<file path="src/rtl/uart_tx.sv">
`default_nettype none
// ============================================================================
//  Module   : uart_tx
//  Purpose  : 8N1 UART transmitter with a one-entry holding register so the
//             next byte can be queued while the current frame is on the wire.
//  Revision : 1.0  initial release
// ============================================================================
module uart_tx #(
    parameter int unsigned clk_per_bit_p = 10416
) (
    input  logic       clk_i,
    input  logic       reset_i,
    input  logic       tx_v_i,
    input  logic [7:0] tx_i,
    output logic       tx_ready_o,
    output logic       tx_o,
    output logic       tx_busy_o
);

    localparam logic [2:0]  c_e_reset     = 3'd0;
    localparam logic [2:0]  c_e_idle      = 3'd1;
    localparam logic [2:0]  c_e_start_bit = 3'd2;
    localparam logic [2:0]  c_e_data_bits = 3'd3;
    localparam logic [2:0]  c_e_stop_bit  = 3'd4;
    localparam logic [15:0] c_last_cnt    = 16'(clk_per_bit_p - 1);

    logic [2:0]  r_state,    w_state_n;
    logic [15:0] r_clk_cnt,  w_clk_cnt_n;
    logic [2:0]  r_data_cnt, w_data_cnt_n;
    logic [7:0]  r_shift,    w_shift_n;
    logic [7:0]  r_hold,     w_hold_n;
    logic        r_hold_v,   w_hold_v_n;
    logic        r_tx,       w_tx_n;

    logic        w_accept;
    logic        w_bit_done;
    logic [2:0]  w_next_idx;

    // Ready depends on registers only, so the host sees no path from tx_v_i.
    assign tx_ready_o = !r_hold_v && (r_state != c_e_reset);
    assign tx_busy_o  = r_hold_v || (r_state == c_e_start_bit) ||
                        (r_state == c_e_data_bits) || (r_state == c_e_stop_bit);
    assign tx_o       = r_tx;

    assign w_accept   = tx_v_i && tx_ready_o;
    assign w_bit_done = (r_clk_cnt == c_last_cnt);
    assign w_next_idx = r_data_cnt + 3'd1;

    always_comb begin
        w_state_n    = r_state;
        w_clk_cnt_n  = r_clk_cnt;
        w_data_cnt_n = r_data_cnt;
        w_shift_n    = r_shift;
        w_hold_n     = r_hold;
        w_hold_v_n   = r_hold_v;
        w_tx_n       = r_tx;

        if (w_accept) begin
            w_hold_n   = tx_i;
            w_hold_v_n = 1'b1;
        end

        case (r_state)
            c_e_reset: begin
                w_state_n    = c_e_idle;
                w_tx_n       = 1'b1;
                w_clk_cnt_n  = 16'd0;
                w_data_cnt_n = 3'd0;
            end
            c_e_idle: begin
                w_tx_n       = 1'b1;
                w_clk_cnt_n  = 16'd0;
                w_data_cnt_n = 3'd0;
                if (r_hold_v) begin
                    w_shift_n  = r_hold;
                    w_hold_v_n = 1'b0;
                    w_tx_n     = 1'b0;
                    w_state_n  = c_e_start_bit;
                end
            end
            c_e_start_bit: begin
                if (w_bit_done) begin
                    w_clk_cnt_n  = 16'd0;
                    w_tx_n       = r_shift[0];
                    w_data_cnt_n = 3'd0;
                    w_state_n    = c_e_data_bits;
                end else begin
                    w_clk_cnt_n = r_clk_cnt + 16'd1;
                end
            end
            c_e_data_bits: begin
                if (w_bit_done) begin
                    w_clk_cnt_n = 16'd0;
                    if (r_data_cnt != 3'd7) begin
                        w_data_cnt_n = w_next_idx;
                        w_tx_n       = r_shift[w_next_idx];
                    end else begin
                        w_tx_n    = 1'b1;
                        w_state_n = c_e_stop_bit;
                    end
                end else begin
                    w_clk_cnt_n = r_clk_cnt + 16'd1;
                end
            end
            c_e_stop_bit: begin
                if (w_bit_done) begin
                    w_clk_cnt_n = 16'd0;
                    // A queued byte starts immediately, with no idle gap.
                    if (r_hold_v) begin
                        w_shift_n  = r_hold;
                        w_hold_v_n = 1'b0;
                        w_tx_n     = 1'b0;
                        w_state_n  = c_e_start_bit;
                    end else begin
                        w_state_n = c_e_idle;
                    end
                end else begin
                    w_clk_cnt_n = r_clk_cnt + 16'd1;
                end
            end
            default: begin
                w_state_n = c_e_reset;
            end
        endcase
    end

    always_ff @(posedge clk_i) begin
        if (reset_i) begin
            r_state    <= c_e_reset;
            r_clk_cnt  <= 16'd0;
            r_data_cnt <= 3'd0;
            r_shift    <= 8'd0;
            r_hold     <= 8'd0;
            r_hold_v   <= 1'b0;
            r_tx       <= 1'b1;
        end else begin
            r_state    <= w_state_n;
            r_clk_cnt  <= w_clk_cnt_n;
            r_data_cnt <= w_data_cnt_n;
            r_shift    <= w_shift_n;
            r_hold     <= w_hold_n;
            r_hold_v   <= w_hold_v_n;
            r_tx       <= w_tx_n;
        end
    end

endmodule
`default_nettype wire

</file>
<file path="config.mk">
export PLATFORM = sky130hd
export DESIGN_NAME = uart_tx
export DESIGN_NICKNAME = d
export VERILOG_FILES = /design/src/rtl/uart_tx.sv
export SDC_FILE = /design/constraint.sdc
export NUM_CORES = 1
export LEC_CHECK = 0
export ABC_CLOCK_PERIOD_IN_PS = 5020
export BUFFER_PORTS_ARGS = -buffer_cell sky130_fd_sc_hd__buf_4
export CORE_ASPECT_RATIO = 0.6
export CORE_MARGIN = 2
export CORE_UTILIZATION = 54
export DETAILED_ROUTE_END_ITERATION = 12
export PLACE_DENSITY = 0.72
export SLEW_MARGIN = 20
export SYNTH_ARGS = -nofsm -noshare
export SYNTH_HDL_FRONTEND = slang
export SYNTH_SLANG_ARGS = --single-unit
</file>
<file path="constraint.sdc">
create_clock -name clk_i -period 5.02 [get_ports clk_i]
set_input_delay 0.502 -clock clk_i [delete_from_list [all_inputs] [get_ports clk_i]]
set_output_delay 0.502 -clock clk_i [all_outputs]
set_load 0.1 [all_outputs]
</file>
## Yosys cells after proc, flatten, opt, wreduce, memory -nomap -nowiden

Cells that the tools add are included.

- $add $sub $neg: 2
- Eq/ne operators: 13
- Muxes and demuxes: 29
- Order comparisons: 1
- Reduce and logical (&&, ||, !) cells: 18

Operators with widths:

| operator | count |
|---|---|
| $pmux W16 S2 | 1 |
| $mux W3 | 8 |
| $add A16 B1 Y16 const B | 1 |
| $eq A16 B14 Y1 const B | 1 |
| $mux W16 | 1 |
| $mux W8 | 2 |
| $pmux W8 S2 | 1 |
| $pmux W3 S5 | 1 |
| $ne A2 B2 Y1 const B | 6 |
| $mux W1 | 10 |
| $reduce_and A5 Y1 | 2 |
| $pmux W3 S3 | 1 |
| $eq A3 B2 Y1 const B | 2 |
| $reduce_bool A3 Y1 | 2 |
| $pmux W1 S5 | 1 |
| $reduce_bool A5 Y1 | 1 |
| $lt A3 B4 Y1 const B | 1 |
| $reduce_and A4 Y1 | 1 |
| $reduce_bool A2 Y1 | 2 |
| $add A3 B1 Y3 const B | 1 |
| $bmux W1 S3 | 1 |
| $eq A3 B1 Y1 const B | 1 |
| $eq A3 B3 Y1 const B | 1 |
| $logic_not A3 Y1 | 1 |
| 10 further kinds | 13 |

- Output and inout bits: 3
- Bits in registers: 40
- Input port bits: 11
- Logic and storage cells: 70

## Logic depth before layout (Yosys ltp)

- Depth after elaboration: 7
- Depth in mapped cells: 7

## Worst setup path after synthesis

Ideal clock, no wire load.

- Path kind: register to register
- Start: register r_state[0]
- End: register r_hold[0]
- Slack: 2.025 ns
- Cell stages (with the launch flop): 8
- Setup time: 0.128 ns
- Arrival: 2.868 ns
- Required time: 4.892 ns
- Cell sequence: dfxtp_1 -> buf_2 -> nor2_1 -> a21oi_1 -> and2_1 -> buf_2 -> mux2i_1 -> nor2_1

- Word-level cells in the longest chain between the ends: 3

RTL lines:

| item | line | RTL |
|---|---|---|
| from (decl) | 27 | `logic [2:0] r_state, w_state_n;` |
| from (signal assigned) | 129 | `r_state <= c_e_reset;` |
| from (signal assigned) | 137 | `r_state <= w_state_n;` |
| $reduce_bool A3 Y1 | 40 | `assign tx_ready_o = !r_hold_v && (r_state != c_e_reset);` |
| $logic_and A1 B1 Y1 | 40 |  |
| named net tx_ready_o | 15 | `output logic tx_ready_o,` |
| $logic_and A1 B1 Y1 | 45 | `assign w_accept = tx_v_i && tx_ready_o;` |
| to (signal assigned) | 141 | `r_hold <= w_hold_n;` |
| to (decl) | 31 | `logic [7:0] r_hold, w_hold_n;` |

The timed path passes the listed nets, and every way through them passes these cells.
A chain may end at the register's enable or synchronous reset.

## Worst setup path after layout

- Start: register r_state[2]
- End: output port tx_busy_o

- Word-level cells in the longest chain between the ends: 4
- Elaborated cells between the ends (all ways): 6

RTL lines:

| item | line | RTL |
|---|---|---|
| $eq A3 B2 Y1 | 41 | `assign tx_busy_o = r_hold_v \|\| (r_state == c_e_start_bit) \|\|` |
| $logic_or A1 B1 Y1 (2 in series) | 41 |  |
| $logic_or A1 B1 Y1 (*) | 42 | `(r_state == c_e_data_bits) \|\| (r_state == c_e_stop_bit);` |
| to (decl) | 17 | `output logic tx_busy_o` |

Every way passes the cells marked *; elsewhere a longest branch is shown, timed or not.

==> impl_results.md <==
* Synth Flop Type: dfxtp_1
* Synth top area share at 0.375
* Net Sw Frac at 0.288
* Buffers on Ports at 13
* Internal at 448 µW
* Maximum vdd drop at 180 µV
* Register area at 801 µm²
* Synth async-reset ratio at 0
* DRC at 0
* Hold/Removal Path Class: input port to register
* Most common cell after layout, fill and taps aside: dfxtp_1
* Worst-Margin Slew at 998 ps
* Mapped Nets at 262
* Max_slew headroom at 0.334
* Drt first pass iters at 5
* Register area share after synthesis at 0.375
* R2r startpoint: r_state[2]
* Worst reg2reg path endpoint: r_clk_cnt[12]
* Vias in the first global route at 1590
* Syn-to-layout area delta at 7.97%
* Commonest non-fill, non-tap cells in the layout: dfxtp_1, nor2_1, a21oi_1
* Slowest-stage cell, CP: dfxtp_1
* Resize count post-CTS at 0
* Worst Path Buf+Inv at 2
* P per Cell Area at 273 nW/µm²
* Share of layout cells above drive strength 1 at 0.115
* Final Cycle Share at 0.514
* Warning count from the yosys run at 0
* Global-route wire length before repair at 8240 µm
* Hold-fix buffers, CTS at 0
* Clock power share at 0.328
* Clk buf depth at 2
* Nets at 267
* Largest net degree at the start of global routing at 35
* Setup-failing EPs final at 0
* Initial DRC count at 174
* Post-DRT Antenna Nets at 0
* Hold path depth at 3
* Max Transition Viols Final at 0
* # H-tree levels at 2
* Multi-input logic area at 1250 µm²
* CTS Sinks at 40
* Sw power at 182 µW
* Setup TNS at 0 ps
* Combinational fraction of design power at 0.128
* Skew-Pair Late Insertion Delay at 290 ps
* Post-CTS Setup Inserts at 0
* CTS tree: built
* I/O Pins at 14
* Yosys top cell by area: dfxtp_1
* Util after Layout at 0.619
* Total grt overflow at 0
* Cell family with the largest share of critical-path delay: flip-flops
* CTS buffer count at 5
* Syn Inst Count at 248
* Setup slack, reg-to-reg at 2670 ps
* Hold_ws at 446 ps
* Slowest cell delay on critical path at 740 ps
* Max Cap Viol at 0
* Rows at 17
* Worst hold start: tx_i[7]
* RSZ-0062 raised after global routing: false
* CP arrival at 2080 ps
* Min Tclk post-route at 2580 ps
* Avg Inst Size Synth at 8.61 µm²
* Clk_skew at 7.18 ps
* Die Y at 52.7 µm
* Hold EP: r_hold[7]
* Setup CP Type: register to output pin
* Post-synth EDFFs at 0
* R2r worst-path depth at 5
* CP required at 4520 ps
* LEAKAGE at 0.000736 µW
* Ant diodes at 0
* Vias/cell at 6.27
* Syn Std Cell Area at 2130 µm²
* Wire per inst at 16.6 µm
* Ranking of synthesized cells by area: dfxtp_1, a21oi_1, mux2i_1, nor2_1, nand2b_1
* Cells along the critical path: inv_2 > nor3_4 > or3_1 > buf_4
* Clk slew on worst S/H paths at 80 ps
* CTS Root Cell: clkbuf_8
* Status: finished, final reports clean
* RePlAce Congestion at 0.904
* Initial antenna violation count at 0
* Filler cells at 333
* Initial Util at 0.573
* Die ar. at 4490 µm²
* Crit path from: r_state[2]
* Die span in x at 85.2 µm
* Core ar. at 3720 µm²
* Final Hold Viols at 0
* Total track usage at 0.237
* Vias after detailed routing at 1881
* Critical Path Start Type: register
* Max Fanout on Critical Path at 17
* Dpl hpwl at 3400 µm
* Distinct cells, synth at 49
* Fmax at 387 MHz
* Crit end category: output pin
* Routed WL at 4980 µm
* Synthesized flop and latch total at 40
* Sequential Power Share at 0.544
[cell usage after synthesis (3+ instances only)]
cell and count:
dfxtp_1 40, nor2_1 29, a21oi_1 24, nand3_1 15
nand2_1 12, nand2b_1 12, mux2i_1 11, clkbuf_1 8
o2bb2ai_1 8, o21ai_0 6, xor2_1 6, a31oi_1 5
buf_2 5, nand4_1 5, a311oi_1 4, nor3_1 4
a211oi_1 3, and3_1 3, ha_1 3, inv_1 3
nor4_1 3, xnor2_1 3
[tightest hold or removal path, cell delays in order]
cell and delay [ps]:
buf_4 80, mux2i_1 50, nor2_1 70
[through the flow]
step	total power, µW	cell area [µm²]	setup WS (ps)	instances
floorplan	410	2130	2020	248
global placement	428	2220	2790	293
detailed placement	429	2220	2730	293
CTS	634	2300	2450	300
global route	655	2300	2320	300
finish	630	2300	2440	300
[layer usage]
metal / vias up / GRT usage / routed length (µm)
met3: 4 / 0.0567 / 375
met2: 87 / 0.305 / 1870
li1: 922 / - / -
met5: - / 0 / 0
met1: 868 / 0.389 / 2720
met4: 0 / 0.0317 / 19
[worst max path at each step]
stage / endpoint / cells past startpoint
after global routing: tx_busy_o / 4
after floorplan: r_hold[0] / 7
after global placement: r_clk_cnt[12] / 5
final: tx_busy_o / 4
after detailed placement: r_clk_cnt[8] / 5
after CTS: tx_busy_o / 4
[logic make-up after synthesis]
group | Yosys count | synth area share
and+or+nand+nor | 101 | 0.265
AOI/OAI and AO/OA | 62 | 0.189
DFF | 40 | 0.375
buffers and inverters | 19 | 0.0387
muxes | 14 | 0.0780
xor gates and xnor gates | 9 | 0.0369
adders and majority gates | 3 | 0.0176
[power by group through the flow]
stage                     combinational (µW)  sequential [µW]  clock (µW)
after floorplan                         67.4              342           0
after global placement                  78.9              349           0
after detailed placement                79.7              350           0
after CTS                               80.2              342         211
after global routing                    86.7              345         224
final                                   80.4              343         207
[state kept, by name, summed over array words and instances (netlist names)]
register,cells
r_shift,8
r_state,3
r_data_cnt,3
r_hold,8
tx_o,1
r_clk_cnt,16
r_hold_v,1
[final cells by class]
class / count / area share
sequential: 40 / 0.347
inverter: 4 / 0.00651
timing repair buffer: 13 / 0.0423
multi-input combinational: 189 / 0.543
clock buffer: 5 / 0.0299
tap: 47 / 0.0255
clock inverter: 2 / 0.00543
(Power assumes the default switching activity.)
